**src/rtl/mem_stage_lsu.sv**
```systemverilog
// Memory-stage load/store unit. Decodes the X/M instruction, drives a
// single-outstanding req/ack data bus, stalls the pipeline while the access
// is in flight, and returns the aligned, extended load data (or the ALU
// result) to the M/W latch. All state changes on the falling clock edge.
// Optional feature: define LSU_TIMEOUT_EN to abort a request after
// TIMEOUT_CYCLES unacknowledged REQ cycles and report it on o_bus_err.
module mem_stage_lsu #(
    parameter int TIMEOUT_CYCLES = 255
) (
    input  logic        clock,
    input  logic        reset,
    input  logic [31:0] i_insn,
    input  logic [31:0] i_ALU_O,
    input  logic [31:0] i_regfile_B,
    output logic        o_mem_req,
    output logic        o_mem_we,
    output logic [31:0] o_mem_addr,
    output logic [31:0] o_mem_wdata,
    output logic [3:0]  o_mem_wstrb,
    input  logic        i_mem_ack,
    input  logic [31:0] i_mem_rdata,
    output logic [31:0] o_result,
    output logic        o_stall,
`ifdef LSU_TIMEOUT_EN
    output logic        o_bus_err,
`endif
    output logic        o_misaligned
);

    localparam logic [6:0] OPC_LOAD  = 7'b0000011;
    localparam logic [6:0] OPC_STORE = 7'b0100011;

    typedef enum logic [1:0] {
        ST_IDLE,
        ST_REQ,
        ST_DONE
    } state_t;

    state_t      state_q, state_d;
    logic        req_q, req_d;
    logic        we_q, we_d;
    logic [31:0] addr_q, addr_d;
    logic [31:0] wdata_q, wdata_d;
    logic [3:0]  wstrb_q, wstrb_d;
    logic [31:0] result_q, result_d;

    logic [2:0]  funct3;
    logic        is_load, is_store, is_mem, misaligned, mem_go;
    logic [31:0] st_wdata;
    logic [3:0]  st_wstrb;

`ifdef LSU_TIMEOUT_EN
    localparam int CNT_W = $clog2(TIMEOUT_CYCLES + 1);
    logic [CNT_W-1:0] cnt_q, cnt_d;
    logic             bus_err_q, bus_err_d;
    assign o_bus_err = bus_err_q;
`endif

    // Only opcode and funct3 matter here; the rest of the word is ignored.
    logic unused_ok;
    assign unused_ok = ^{i_insn[31:15], i_insn[11:7], 32'(TIMEOUT_CYCLES)};

    assign funct3 = i_insn[14:12];

    // Pull the addressed byte/half out of the read word and extend it.
    function automatic logic [31:0] load_extract(input logic [2:0]  f3,
                                                 input logic [1:0]  lane,
                                                 input logic [31:0] word);
        logic [7:0]  b;
        logic [15:0] h;
        b = word[{lane, 3'b000} +: 8];
        h = lane[1] ? word[31:16] : word[15:0];
        case (f3)
            3'b000:  return {{24{b[7]}}, b};
            3'b001:  return {{16{h[15]}}, h};
            3'b100:  return {24'h0, b};
            3'b101:  return {16'h0, h};
            default: return word;
        endcase
    endfunction

    // Classify the instruction and check natural alignment of the access.
    always_comb begin
        // NOTE: every output of a combinational block gets a default first so no path leaves it unassigned, which would infer a latch.
        is_load    = 1'b0;
        is_store   = 1'b0;
        misaligned = 1'b0;
        if (i_insn[6:0] == OPC_LOAD)
            is_load = funct3 inside {3'b000, 3'b001, 3'b010, 3'b100, 3'b101};
        if (i_insn[6:0] == OPC_STORE)
            is_store = funct3 inside {3'b000, 3'b001, 3'b010};
        is_mem = is_load | is_store;
        if (is_mem) begin
            case (funct3[1:0])
                2'b01:   misaligned = i_ALU_O[0];
                2'b10:   misaligned = |i_ALU_O[1:0];
                default: misaligned = 1'b0;
            endcase
        end
        mem_go = is_mem & ~misaligned;
    end

    // Replicate store data across lanes and build the byte enables.
    always_comb begin
        st_wdata = i_regfile_B;
        st_wstrb = 4'b1111;
        case (funct3[1:0])
            2'b00: begin
                st_wdata = {4{i_regfile_B[7:0]}};
                st_wstrb = 4'b0001 << i_ALU_O[1:0];
            end
            2'b01: begin
                st_wdata = {2{i_regfile_B[15:0]}};
                st_wstrb = i_ALU_O[1] ? 4'b1100 : 4'b0011;
            end
            default: begin
                st_wdata = i_regfile_B;
                st_wstrb = 4'b1111;
            end
        endcase
    end

    // Next-state logic: issue in IDLE, wait for ack (or timeout) in REQ,
    // present the result for one cycle in DONE.
    always_comb begin
        state_d  = state_q;
        req_d    = req_q;
        we_d     = we_q;
        addr_d   = addr_q;
        wdata_d  = wdata_q;
        wstrb_d  = wstrb_q;
        result_d = result_q;
`ifdef LSU_TIMEOUT_EN
        cnt_d     = cnt_q;
        bus_err_d = 1'b0;
`endif
        case (state_q)
            ST_IDLE: begin
                if (mem_go) begin
                    state_d = ST_REQ;
                    req_d   = 1'b1;
                    we_d    = is_store;
                    addr_d  = {i_ALU_O[31:2], 2'b00};
                    wdata_d = is_store ? st_wdata : 32'h0;
                    wstrb_d = is_store ? st_wstrb : 4'b0000;
`ifdef LSU_TIMEOUT_EN
                    cnt_d   = '0;
`endif
                end
            end
            ST_REQ: begin
                if (i_mem_ack) begin
                    state_d  = ST_DONE;
                    req_d    = 1'b0;
                    result_d = is_store ? i_ALU_O
                                        : load_extract(funct3, i_ALU_O[1:0], i_mem_rdata);
                end
`ifdef LSU_TIMEOUT_EN
                else begin
                    cnt_d = cnt_q + CNT_W'(1);
                    if (cnt_d == CNT_W'(TIMEOUT_CYCLES)) begin
                        state_d   = ST_DONE;
                        req_d     = 1'b0;
                        result_d  = 32'h0;
                        bus_err_d = 1'b1;
                    end
                end
`endif
            end
            ST_DONE: begin
                state_d = ST_IDLE;
            end
            default: begin
                state_d = ST_IDLE;
            end
        endcase
    end

    // State and bus registers, updated with the pipeline latches.
    always_ff @(negedge clock or posedge reset) begin
        if (reset) begin
            state_q  <= ST_IDLE;
            req_q    <= 1'b0;
            we_q     <= 1'b0;
            addr_q   <= 32'h0;
            wdata_q  <= 32'h0;
            wstrb_q  <= 4'b0000;
            result_q <= 32'h0;
`ifdef LSU_TIMEOUT_EN
            cnt_q     <= '0;
            bus_err_q <= 1'b0;
`endif
        end else begin
            // NOTE: sequential state uses non-blocking assignment so every register samples pre-edge values.
            state_q  <= state_d;
            req_q    <= req_d;
            we_q     <= we_d;
            addr_q   <= addr_d;
            wdata_q  <= wdata_d;
            wstrb_q  <= wstrb_d;
            result_q <= result_d;
`ifdef LSU_TIMEOUT_EN
            cnt_q     <= cnt_d;
            bus_err_q <= bus_err_d;
`endif
        end
    end

    assign o_mem_req    = req_q;
    assign o_mem_we     = we_q;
    assign o_mem_addr   = addr_q;
    assign o_mem_wdata  = wdata_q;
    assign o_mem_wstrb  = wstrb_q;
    assign o_misaligned = misaligned;
    assign o_stall      = mem_go && (state_q != ST_DONE);

    // Result mux: misaligned forces zero, memory ops use the captured value.
    always_comb begin
        if (misaligned)  o_result = 32'h0;
        else if (mem_go) o_result = result_q;
        else             o_result = i_ALU_O;
    end

endmodule

```
**config.mk**
```make
export PLATFORM = sky130hd
export DESIGN_NAME = mem_stage_lsu
export DESIGN_NICKNAME = d
export VERILOG_FILES = /design/src/rtl/mem_stage_lsu.sv
export SDC_FILE = /design/constraint.sdc
export NUM_CORES = 1
export LEC_CHECK = 0
export CAP_MARGIN = 20
export CELL_PAD_IN_SITES_DETAIL_PLACEMENT = 1
export CELL_PAD_IN_SITES_GLOBAL_PLACEMENT = 1
export CORE_ASPECT_RATIO = 1.5
export CORE_MARGIN = 2
export CORE_UTILIZATION = 32
export DETAILED_ROUTE_END_ITERATION = 8
export PLACE_DENSITY = 0.9
export SLEW_MARGIN = 10
export SYNTH_ARGS = -nofsm -noshare
export SYNTH_HDL_FRONTEND = slang
export SYNTH_SLANG_ARGS = --single-unit
```
**constraint.sdc**
```tcl
create_clock -name clock -period 5 [get_ports clock]
set_input_delay 1.5 -clock clock [delete_from_list [all_inputs] [get_ports clock]]
set_output_delay 1.5 -clock clock [all_outputs]
set_load 0.005 [all_outputs]
```
Word level (Yosys, flattened, before mapping)

Cells that the tools add are included.

Input port bits: 131
ROM bits: 0
Memory bits (writable): 0
Memories kept: 0
Bits in latches: 0
Output and inout bits: 104
Logic and storage cells: 56
Flip-flop bits (word level): 102

Add/subtract/negate cells: 0
Equality and inequality tests: 12
Reduce and logical (&&, ||, !) cells: 12
Bitwise operators: 3
$mul: 0
Shift operators: 2
$lt $le $gt $ge: 0
Divide/modulo/power cells: 0
Mux-type cells: 20

Operator list:

| operator            | count |
|---|---|
| $mux 32             | 4 |
| $pmux 32 s4         | 1 |
| $pmux 32 s2         | 1 |
| $shiftx 32x6->8     | 1 |
| $mux 16             | 1 |
| $mux 4              | 2 |
| $pmux 4 s2          | 1 |
| $eq 7x2->1 const B  | 1 |
| $eq 7x6->1 const B  | 1 |
| $eq 3x3->1 const B  | 2 |
| $ne 2x2->1 const B  | 3 |
| $reduce_and 2->1    | 3 |
| $mux 1              | 5 |
| $reduce_bool 5->1   | 1 |
| $eq 2x1->1 const B  | 2 |
| $logic_not 2->1     | 2 |
| $mux 2              | 2 |
| $pmux 1 s2          | 2 |
| $pmux 2 s2          | 1 |
| $shl 1x2->4 const A | 1 |
| $eq 3x1->1 const B  | 1 |
| $eq 3x2->1 const B  | 1 |
| $logic_not 3->1     | 1 |
| $reduce_and 3->1    | 1 |
| other kinds (8)     | 8 |

Longest topological paths before layout

Word-level depth: 9
Mapped depth: 10

==> flow_metrics.py <==
metrics = {
    "global_route": {
        "wire_length_of_the_first_global_routing_pass_mm": 42.0,
        "grt_pass1_vias": 6804,
        "grt-ovfl-total": 0,
        "grt_usage": 0.304,
        "grt_max_degree": 50,
        "antenna_found_initial": 2,
    },
    "drt": {
        "drt-total-wl_mm": 30.2,
        "drt_first_iter_violations": 423,
        "viasPerCell": 5.62,
        "post_drt_wl_per_cell_microns": 27.2,
        "route.detailed.drc": 0,
        "num_vias": 6256,
        "number_of_detailed_routing_iterations_run_before_antenna_repair": 5,
        "number_of_antenna_violating_nets_in_the_routed_design": 0,
    },
    "power_and_ir_drop": {
        "pwr_density_cell_nw_per_um2": 271,
        "vdd.ir_drop.worst_v": 0.000169,
        "leakagePower_nw": 4.69,
    },
    "logic_synthesis": {
        "syn_area_sq_um": 5500,
        "yosysMostFrequentCell": "sky130_fd_sc_hd__dfrtn_1",
        "yosys-top-cells-area": "sky130_fd_sc_hd__dfrtn_1 (46%), sky130_fd_sc_hd__a22o_1 (8.0%), sky130_fd_sc_hd__mux2_2 (6.4%)",
        "synth_area_per_cell_sq_um": 10.4,
        "synth_flop_cell": "sky130_fd_sc_hd__dfrtn_1",
        "synthDistinctLibCells": 51,
        "synthDominantCellAreaShare": 0.464,
        "yosysSeqAreaShare": 0.464,
        "yosys_register_bits": 102,
        "synth-edff-count": 0,
        "synthArstFlopShare": 1.00,
        "synth_top_area_cell": "sky130_fd_sc_hd__dfrtn_1",
        "ys_warn_count": 0,
        "top_post_synthesis_cells_by_count": "sky130_fd_sc_hd__dfrtn_1 (102), sky130_fd_sc_hd__nand2_1 (51), sky130_fd_sc_hd__a22o_1 (50)",
        "post_synthesis_cells": 527,
    },
    "worst_setup_path": {
        "worst_setup_path_startpoint": "i_insn[12]",
        "r2r.worst_path.cells": 8,
        "cp_endpoint_kind": "register",
        "crit_path_start_kind": "primary input",
        "path_cells": "buf_8, buf_6, ha_4, or2_4, buf_6, o2111ai_4, buf_6, nor2_4, buf_16, a221oi_2",
        "slowest_delay_ns": 0.38,
        "reg2reg_from": "state_q[0]",
        "r2r_setup_slack_ns": 3.02,
        "cp_max_fo": 7,
        "timing.critical_path.mode_cell": "sky130_fd_sc_hd__buf_6",
        "cp_data_required_time_ns": 2.83,
        "ws_path_type": "primary input to register",
        "critical_path_s_slowest_cell": "sky130_fd_sc_hd__a221oi_2",
        "arrival_ns": 3.35,
    },
    "sta": {
        "holdWs_ns": 0.441,
        "setup_violations": 134,
        "fin_skew_ns": 0.0117,
        "timing_max_transition_violations_final": 0,
        "layout_setup_ws_ns": -0.518,
        "final.setup.tns_ns": -41.49,
        "hold_viol": 0,
        "grt_setup_unrepaired": "true",
    },
    "clocking": {
        "clkLatencyLatePin_ns": 0.37,
        "cts_made_buffers": 9,
        "numClockSinks": 102,
        "cts_htree_levels": 3,
        "tritoncts": "done",
        "clockRootBuffer": "sky130_fd_sc_hd__clkbuf_16",
        "cts.reportedPaths.clkPinSlew_ns": 0.06,
        "cts_max_path_buffers": 2,
    },
    "placed_design": {
        "dp_hpwl_mm": 17.0,
        "quantity_of_i_o_buffers_inserted_on_ports": 210,
        "postPlaceCellArea_sq_um": 8590,
        "dp_worst_setup_slack_ns": -1.45,
        "routabilityCongestion": 0.856,
    },
    "floorplanning": {
        "placeableCoreArea_sq_um": 16800,
        "start_util": 0.328,
        "std_cell_rows": 58,
        "die_h_microns": 164,
        "die-width_microns": 111,
        "io_pins": 235,
        "die_area_sq_um": 18300,
    },
    "min_path": {
        "timing.hold.worst.start": "o_mem_wdata[19]",
        "worst_hold_path.num_cells": 1,
        "timing.hold.worst.class": "register to register",
    },
    "run_status": {
        "failed_checks": "negative setup slack",
        "status": "finished with violations",
    },
    "final_layout": {
        "drive_gt1_frac": 0.465,
        "final_nets": 1030,
        "area_growth_pct": 77.6,
        "num-fill-cells": 1795,
        "fin_area_sq_um": 9760,
    },
    "job": {
        "cap_violations": 0,
    },
}
## placed cells by master (no fill, tap or decap), types with 6 or more instances in the layout
cell,Yosys,layout
sky130_fd_sc_hd__o2bb2ai_1,10,8
sky130_fd_sc_hd__dfrtn_1,102,102
sky130_fd_sc_hd__mux2i_1,22,19
sky130_fd_sc_hd__nand2_1,51,49
sky130_fd_sc_hd__nor3_1,11,9
sky130_fd_sc_hd__clkdlybuf4s50_1,0,95
sky130_fd_sc_hd__inv_1,36,33
sky130_fd_sc_hd__buf_2,4,63
sky130_fd_sc_hd__buf_12,0,13
sky130_fd_sc_hd__nor2b_1,13,10
sky130_fd_sc_hd__a211oi_2,0,7
sky130_fd_sc_hd__o21ai_0,24,16
sky130_fd_sc_hd__buf_4,4,147
sky130_fd_sc_hd__buf_6,8,24
sky130_fd_sc_hd__mux2_4,0,28
sky130_fd_sc_hd__clkbuf_16,0,11
sky130_fd_sc_hd__a21oi_1,7,6
sky130_fd_sc_hd__a221oi_2,3,13
sky130_fd_sc_hd__mux2_2,31,6
sky130_fd_sc_hd__nor2_1,36,33
sky130_fd_sc_hd__clkbuf_2,0,37
sky130_fd_sc_hd__a22o_1,50,50
sky130_fd_sc_hd__a22oi_1,12,11
## cell families (layout without fill, tap and decap cells)
| kind of cell | after synthesis | in the layout | synth area share |
|---|---|---|---|
| mux | 56 | 56 | 0.110 |
| compound gates | 158 | 158 | 0.239 |
| other cells | 1 | 4 | 0.000682 |
| simple gates | 127 | 127 | 0.110 |
| flops | 102 | 102 | 0.464 |
| buf+inv | 80 | 453 | 0.0692 |
| fa+ha+maj | 3 | 3 | 0.00683 |
## sequential cells by signal, summed over array words and instances (netlist names)
signal and cells:
result_q 32, state_q 2, o_mem_addr 30, o_mem_req 1, o_mem_wstrb 4, o_mem_we 1
o_mem_wdata 32
## what timing repair did
action,in CTS,in global routing
setup buffers,61,42
pin swaps,64,18
gates cloned,4,3
hold buffers,0,0
resized for setup,423,88
endpoints found under the setup margin,203,192
## final cells by class
cell class                      instances  area (sq um)  area share
Clock inverter                          5          42.5     0.00436
Timing Repair Buffer                  400          3380       0.346
Inverter                               37           163      0.0167
Antenna cell                            2          5.00    0.000513
Clock buffer                           11           243      0.0249
Multi-Input combinational cell        346          3110       0.319
Sequential cell                       102          2550       0.262
Tap cell                              210           263      0.0269
## worst paths after layout
| check | end |
|---|---|
| min reg2reg | o_mem_wdata[19] |
| max reg2reg | result_q[22] |
| min | o_mem_wdata[19] |
| min in group asynchronous | result_q[3] |
| max | result_q[18] |
| max in group asynchronous | result_q[20] |
## critical path: cells and delay by family
family	cells	cell delay (ns)
buf+inv	5	0.69
simple gates	2	0.30
fa+ha+maj	1	0.18
compound gates	2	0.67
## through the flow
step	util	instances	power (mW)
after floorplan	-	528	1.30
after global placement	0.513	991	1.67
final	0.582	1113	2.65
after global routing	0.582	1113	2.73
after CTS	0.573	1069	2.49
after detailed placement	0.513	991	1.71
## routing by layer
| layer | up-vias | global-route usage | wire [microns] |
|---|---|---|---|
| met5 | - | 0 | 0 |
| met4 | 0 | 0.160 | 2100 |
| met3 | 107 | 0.0657 | 1860 |
| met2 | 319 | 0.562 | 15700 |
| met1 | 3166 | 0.323 | 10600 |
| li1 | 2664 | - | - |
## where the power goes
part,total [mW],internal [mW],switching [mW]
registers,1.06,0.967,0.0935
logic,0.857,0.485,0.373
clock network,0.729,0.358,0.370
total,2.65,1.81,0.837
Power figures use the tool's default switching activity.
